--- config.mk ---
export PLATFORM = sky130hd
export DESIGN_NAME = mix_column_engine
export DESIGN_NICKNAME = d
export VERILOG_FILES = /design/src/rtl/mix_column_engine.sv
export SDC_FILE = /design/constraint.sdc
export NUM_CORES = 1
export LEC_CHECK = 0
export CORE_UTILIZATION = 50
export CTS_BUF_LIST = sky130_fd_sc_hd__clkbuf_16
export CTS_CLUSTER_SIZE = 14
export DETAILED_ROUTE_END_ITERATION = 8
export GPL_TIMING_DRIVEN = 0
export PLACE_DENSITY = 0.78
export SYNTH_ARGS = -nofsm -noshare
export SYNTH_HDL_FRONTEND = slang
export SYNTH_SLANG_ARGS = --single-unit
--- constraint.sdc ---
create_clock -name clk -period 13.65 [get_ports clk]
set_input_delay 1.365 -clock clk [delete_from_list [all_inputs] [get_ports clk]]
set_output_delay 1.365 -clock clk [all_outputs]
set_load 0.02 [all_outputs]
--- src/rtl/mix_column_engine.sv ---
// ---------------------------------------------------------------------------
// mix_column_engine
//
// Iterative AES MixColumns / InvMixColumns engine. One 128-bit state block is
// accepted, its four columns are transformed COLS_PER_CYCLE at a time, and the
// result is held until downstream takes it. The same engine serves both the
// encryption and the decryption round datapaths; the direction is chosen per
// block.
//
// Parameters
//   COLS_PER_CYCLE : columns processed per BUSY cycle (1, 2 or 4).
//                    Latency from accept to out_valid is 4/COLS_PER_CYCLE.
//
// Configuration macro
//   MIXCOL_PARITY_EN : when defined, adds out_parity (even parity per byte of
//                      out_data, registered alongside it).
//
// Ports
//   clk        in   1    rising-edge clock
//   rst        in   1    asynchronous active-high reset
//   flush      in   1    synchronous abort, drops the block in flight
//   in_valid   in   1    in_data / in_inv valid
//   in_ready   out  1    engine can accept a block (IDLE only)
//   in_data    in   128  state; column c = [127-32c -: 32], row 0 is MSB byte
//   in_inv     in   1    0 = MixColumns, 1 = InvMixColumns
//   out_valid  out  1    out_data valid
//   out_ready  in   1    downstream accepts out_data
//   out_data   out  128  result, same layout as in_data
//   out_parity out  16   (MIXCOL_PARITY_EN only) bit i = ^out_data[8i+7:8i]
//   busy       out  1    high in BUSY or DONE
//
// Handshake: a transfer happens on a rising edge where valid && ready are both
// high. The producer holds valid and its payload until that edge; ready may
// change freely. Here in_ready depends only on FSM state and out_valid is a
// flop, so neither side has a combinational path from the other.
// ---------------------------------------------------------------------------
module mix_column_engine #(
    parameter int COLS_PER_CYCLE = 1
) (
    input  logic         clk,
    input  logic         rst,
    input  logic         flush,
    input  logic         in_valid,
    output logic         in_ready,
    input  logic [127:0] in_data,
    input  logic         in_inv,
    output logic         out_valid,
    input  logic         out_ready,
    output logic [127:0] out_data,
`ifdef MIXCOL_PARITY_EN
    output logic [15:0]  out_parity,
`endif
    output logic         busy
);

    generate
        if (!(COLS_PER_CYCLE == 1 || COLS_PER_CYCLE == 2 || COLS_PER_CYCLE == 4)) begin : g_bad_cols
            $error("mix_column_engine: COLS_PER_CYCLE must be 1, 2 or 4");
        end
    endgenerate

    localparam logic [1:0] ST_IDLE = 2'd0;
    localparam logic [1:0] ST_BUSY = 2'd1;
    localparam logic [1:0] ST_DONE = 2'd2;

    // For COLS_PER_CYCLE=4 the step truncates to 0: the counter stays at 0
    // and the single BUSY cycle is also the last one.
    localparam logic [1:0] COL_STEP = 2'(COLS_PER_CYCLE);
    localparam logic [1:0] LAST_COL = 2'(4 - COLS_PER_CYCLE);

    // ------------------------------------------------------------------
    // GF(2^8) helpers, polynomial 0x11b
    // ------------------------------------------------------------------
    function automatic logic [7:0] xtime(input logic [7:0] b);
        return {b[6:0], 1'b0} ^ (b[7] ? 8'h1b : 8'h00);
    endfunction

    // Transform one 32-bit column. Row r of the result is
    //   m0[r] ^ m1[r+1] ^ m2[r+2] ^ m3[r+3]  (indices mod 4)
    // where m0..m3 are the input bytes multiplied by the four coefficients of
    // the selected row-0 vector; that is exactly the circulant matrix product.
    function automatic logic [31:0] mix_col(input logic [31:0] col, input logic inv);
        logic [7:0]  a  [4];
        logic [7:0]  x2 [4];
        logic [7:0]  x4 [4];
        logic [7:0]  x8 [4];
        logic [7:0]  m0 [4];
        logic [7:0]  m1 [4];
        logic [7:0]  m2 [4];
        logic [7:0]  m3 [4];
        logic [31:0] res;
        res = '0;
        for (int i = 0; i < 4; i++) begin
            a[i]  = col[31-8*i -: 8];
            x2[i] = xtime(a[i]);
            x4[i] = xtime(x2[i]);
            x8[i] = xtime(x4[i]);
            if (inv) begin
                m0[i] = x8[i] ^ x4[i] ^ x2[i];   // 0e
                m1[i] = x8[i] ^ x2[i] ^ a[i];    // 0b
                m2[i] = x8[i] ^ x4[i] ^ a[i];    // 0d
                m3[i] = x8[i] ^ a[i];            // 09
            end else begin
                m0[i] = x2[i];                   // 02
                m1[i] = x2[i] ^ a[i];            // 03
                m2[i] = a[i];                    // 01
                m3[i] = a[i];                    // 01
            end
        end
        for (int r = 0; r < 4; r++) begin
            res[31-8*r -: 8] = m0[r] ^ m1[(r+1)%4] ^ m2[(r+2)%4] ^ m3[(r+3)%4];
        end
        return res;
    endfunction

`ifdef MIXCOL_PARITY_EN
    function automatic logic [15:0] byte_parity(input logic [127:0] d);
        logic [15:0] p;
        p = '0;
        for (int i = 0; i < 16; i++) begin
            p[i] = ^d[8*i +: 8];
        end
        return p;
    endfunction
`endif

    // ------------------------------------------------------------------
    // State
    // ------------------------------------------------------------------
    logic [1:0]   state_q,     state_d;
    logic [1:0]   col_cnt_q,   col_cnt_d;
    logic [127:0] data_q,      data_d;
    logic         inv_q,       inv_d;
    logic         out_valid_q, out_valid_d;
    logic [127:0] out_data_q,  out_data_d;
`ifdef MIXCOL_PARITY_EN
    logic [15:0]  out_parity_q, out_parity_d;
`endif

    logic [1:0]   col_idx;
    logic [6:0]   col_msb;

    assign in_ready  = (state_q == ST_IDLE);
    assign busy      = (state_q != ST_IDLE);
    assign out_valid = out_valid_q;
    assign out_data  = out_data_q;
`ifdef MIXCOL_PARITY_EN
    assign out_parity = out_parity_q;
`endif

    always_comb begin
        state_d     = state_q;
        col_cnt_d   = col_cnt_q;
        data_d      = data_q;
        inv_d       = inv_q;
        out_valid_d = out_valid_q;
        out_data_d  = out_data_q;
        col_idx     = '0;
        col_msb     = '0;

        case (state_q)
            ST_IDLE: begin
                if (in_valid && in_ready) begin
                    data_d    = in_data;
                    inv_d     = in_inv;
                    col_cnt_d = '0;
                    state_d   = ST_BUSY;
                end
            end

            ST_BUSY: begin
                // Columns are written into out_data in place; the columns not
                // yet reached keep whatever the previous block left there.
                for (int j = 0; j < COLS_PER_CYCLE; j++) begin
                    col_idx = col_cnt_q + 2'(j);
                    col_msb = 7'd127 - {col_idx, 5'd0};
                    out_data_d[col_msb -: 32] = mix_col(data_q[col_msb -: 32], inv_q);
                end
                col_cnt_d = col_cnt_q + COL_STEP;
                if (col_cnt_q == LAST_COL) begin
                    state_d     = ST_DONE;
                    out_valid_d = 1'b1;
                end
            end

            ST_DONE: begin
                if (out_valid_q && out_ready) begin
                    out_valid_d = 1'b0;
                    state_d     = ST_IDLE;
                end
            end

            default: begin
                state_d     = ST_IDLE;
                out_valid_d = 1'b0;
            end
        endcase

        // Abort overrides everything above: no accept, no transfer, and
        // out_data keeps its current contents.
        if (flush) begin
            state_d     = ST_IDLE;
            col_cnt_d   = '0;
            out_valid_d = 1'b0;
            out_data_d  = out_data_q;
            data_d      = data_q;
            inv_d       = inv_q;
        end
    end

`ifdef MIXCOL_PARITY_EN
    always_comb begin
        out_parity_d = byte_parity(out_data_d);
    end
`endif

    always_ff @(posedge clk or posedge rst) begin
        if (rst) begin
            state_q      <= ST_IDLE;
            col_cnt_q    <= '0;
            data_q       <= '0;
            inv_q        <= 1'b0;
            out_valid_q  <= 1'b0;
            out_data_q   <= '0;
`ifdef MIXCOL_PARITY_EN
            out_parity_q <= '0;
`endif
        end else begin
            state_q      <= state_d;
            col_cnt_q    <= col_cnt_d;
            data_q       <= data_d;
            inv_q        <= inv_d;
            out_valid_q  <= out_valid_d;
            out_data_q   <= out_data_d;
`ifdef MIXCOL_PARITY_EN
            out_parity_q <= out_parity_d;
`endif
        end
    end

endmodule

==> out/results.tsv <==
metric	value	unit
syn avg cell area	13.3	sq um
Port Buffer Count	264	
ys async rst share	100	%
worst-skew pair later-pin latency	550	ps
Vias	8546	
syn nets	1090	
htree depth	1	
Post CTS Setup Buffer Count	0	
Vias/cell	5.39	
Total GRT Usage	26.0	%
Syn Inst Count	952	
nets	1384	
antenna cells	0	
initial core utilization	51.5	%
detailed placement HPWL	24800	um
largest net degree at the start of global routing	136	
placed insts	1541	
Fin. Hold Viols	0	
Post-synth EDFFs	0	
CTS sink count	262	
vias in the first global route	9070	
worst-path fanout max	10	
DRC errors left	0	
row cnt	57	
first-pass GRT wire length	51300	um
CTS max path bufs	3	
most used cell, CP	buf_4	
fillers	1822	
worst setup margin	9740	ps
synthesized area	12600	sq um
Req. time, crit path	14120	ps
cts hold-fix bufs	0	
crit-path cells	buf_4 -> buf_4 -> buf_4 -> buf_4 -> mux4_2 -> xnor3_1 -> xor2_1 -> xnor2_1 -> nand2_1 -> xnor2_1 -> a22o_1	
Routed WL per cell	20.8	um
Max Clk Rate	256	MHz
crit path capture type	flop	
final std cells w/o fill	1587	
Post-DRT Antenna Nets	0	
Min-Delay Path Class	flop to flop	
die area	25900	sq um
MaxCap Viol Count	0	
initial drt markers	611	
antenna violations before repair	1	
Critical Path Slowest Stage Cell	xnor2_1	
setup tns final	0	ps
fin. max-slew vios	0	
Tot Pwr	0.00404	W
fin crit share	28.7	%
RSZ-0062 raised after global routing	false	
area grow syn2layout	31.0	%
relative slew slack	19.6	%
LEAKAGE	6.93	nW
ys flop type	dfrtp_1	
drt first pass iters	5	
share of cells above drive strength 1	18.4	%
Setup Viol. Count Final	0	
pwr/cell area	244	nW/um^2
CP peak stage delay	590	ps
Worst-Margin Slew	1200	ps
Worst setup SP type	flop	
total core area	24500	sq um
Post-Route WL	32900	um
Routability Congestion	0.886	
skew final	15.5	ps
Place WS	9580	ps
Netlist cell types	35	
Max VDD drop	144	uV
Final min period	3910	ps
I/O Pins	265	
CP arrival	4390	ps
sequential share of the synthesized area	51.9	%
number of CTS-inserted buffers	27	
die extent in x	161	um
gr ovfl total	0	
post-cts sizing count	0	
CTS tree	yes	
status	finished, final reports clean	
clock transition at the registers of the reported paths	60	ps
#FFs+latches synth	262	
DIE HEIGHT	161	um
Setup CP Type	flop to flop	
Post-DP Area	15700	sq um
Yosys warning count	0	
fin area	16600	sq um
clk root buf	clkbuf_16	
cells in the final DEF, fill, tap and decap left out, drive strengths merged, types with 2 or more instances in the layout:
master	instances
clkdlybuf4s50	264
dfrtp	262
xnor2	129
mux2	128
nand2	120
o21ai	96
clkbuf	64
a22o	36
xor2	35
mux4	32
xnor3	21
buf	19
inv	16
nor2	7
clkinv	5
nand4	4
nor3	4
ha	4
a21oi	3
bufinv	3
nor2b	2
xor3	2
synth_stat cells, drive strengths merged, types with 7 or more instances:
library cell / count / area (sq um)
xor2: 35 / 367
nor2: 7 / 26.3
clkbuf: 37 / 139
mux4: 32 / 724
xnor2: 129 / 1280
o21ai: 96 / 480
nand2: 120 / 453
a22o: 36 / 315
buf: 18 / 145
dfrtp: 262 / 6560
xnor3: 21 / 473
mux2: 128 / 1440
final timing paths:
kind                          startpoint             to  slack [ps]  cells after the start
setup / recovery            col_cnt_q[1]   out_data[78]        9740                     11
hold / removal             out_data[109]  out_data[109]         480                      2
setup reg to reg            col_cnt_q[1]   out_data[78]        9740                     11
hold reg to reg            out_data[109]  out_data[109]         480                      2
max in group asynchronous            rst     data_q[68]       11130                      3
min in group asynchronous            rst   out_data[18]        1400                      2
critical path: cells and delay by family (launching register included):
family                    cells  cell delay (ps)
xor gates and xnor gates      4             1440
buffers and inverters         4             1110
DFF                           1              460
muxes                         1              440
AOI/OAI and AO/OA             1              220
and+or+nand+nor               1              160
cell type report:
type | instances | area (sq um) | area share (%)
sequential | 262 | 6560 | 39.6
multi-input combinational | 629 | 5770 | 34.9
timing repair buffer | 265 | 2670 | 16.1
clock buffer | 27 | 676 | 4.08
tap | 324 | 405 | 2.45
buffer | 55 | 284 | 1.72
clock inverter | 19 | 160 | 0.967
inverter | 6 | 30.0 | 0.181
power by group:
group | total [W] | switching [W] | internal [W]
registers | 0.00104 | 0.0000962 | 0.000946
logic | 0.00229 | 0.00125 | 0.00104
clock network | 0.000706 | 0.000295 | 0.000412
total | 0.00404 | 0.00164 | 0.00240
registers in the layout, summed over array words and instances (netlist names):
| signal | cells |
|---|---|
| col_cnt_q | 2 |
| data_q | 128 |
| inv_q | 1 |
| out_data | 128 |
| out_valid | 1 |
| state_q | 2 |
metrics by stage:
stage	utilization, %	hold slack (ps)
2_1_floorplan	-	472
3_3_place_gp	63.9	461
3_5_place_dp	64.1	470
4_1_cts	67.5	482
5_1_grt	67.5	500
6_report	67.5	478
layer usage:
metal  routed length, um  vias to the layer above  track usage [%]
li1                    -                     3882                -
met1               13500                     4329             33.8
met2               16300                      278             43.5
met3                2130                       57             5.80
met4                 980                        0             8.40
met5                   0                        -                0
cells by family (layout without fill, tap and decap cells):
family / count (synthesis) / count (layout) / share of synthesized area [%]
flops: 262 / 262 / 51.9
xor+xnor: 187 / 187 / 17.1
simple gates: 140 / 140 / 4.42
mux: 161 / 161 / 17.2
compound gates: 137 / 137 / 6.54
fa+ha+maj: 4 / 4 / 0.396
buf+inv: 61 / 372 / 2.43
(Power assumes the default switching activity.)
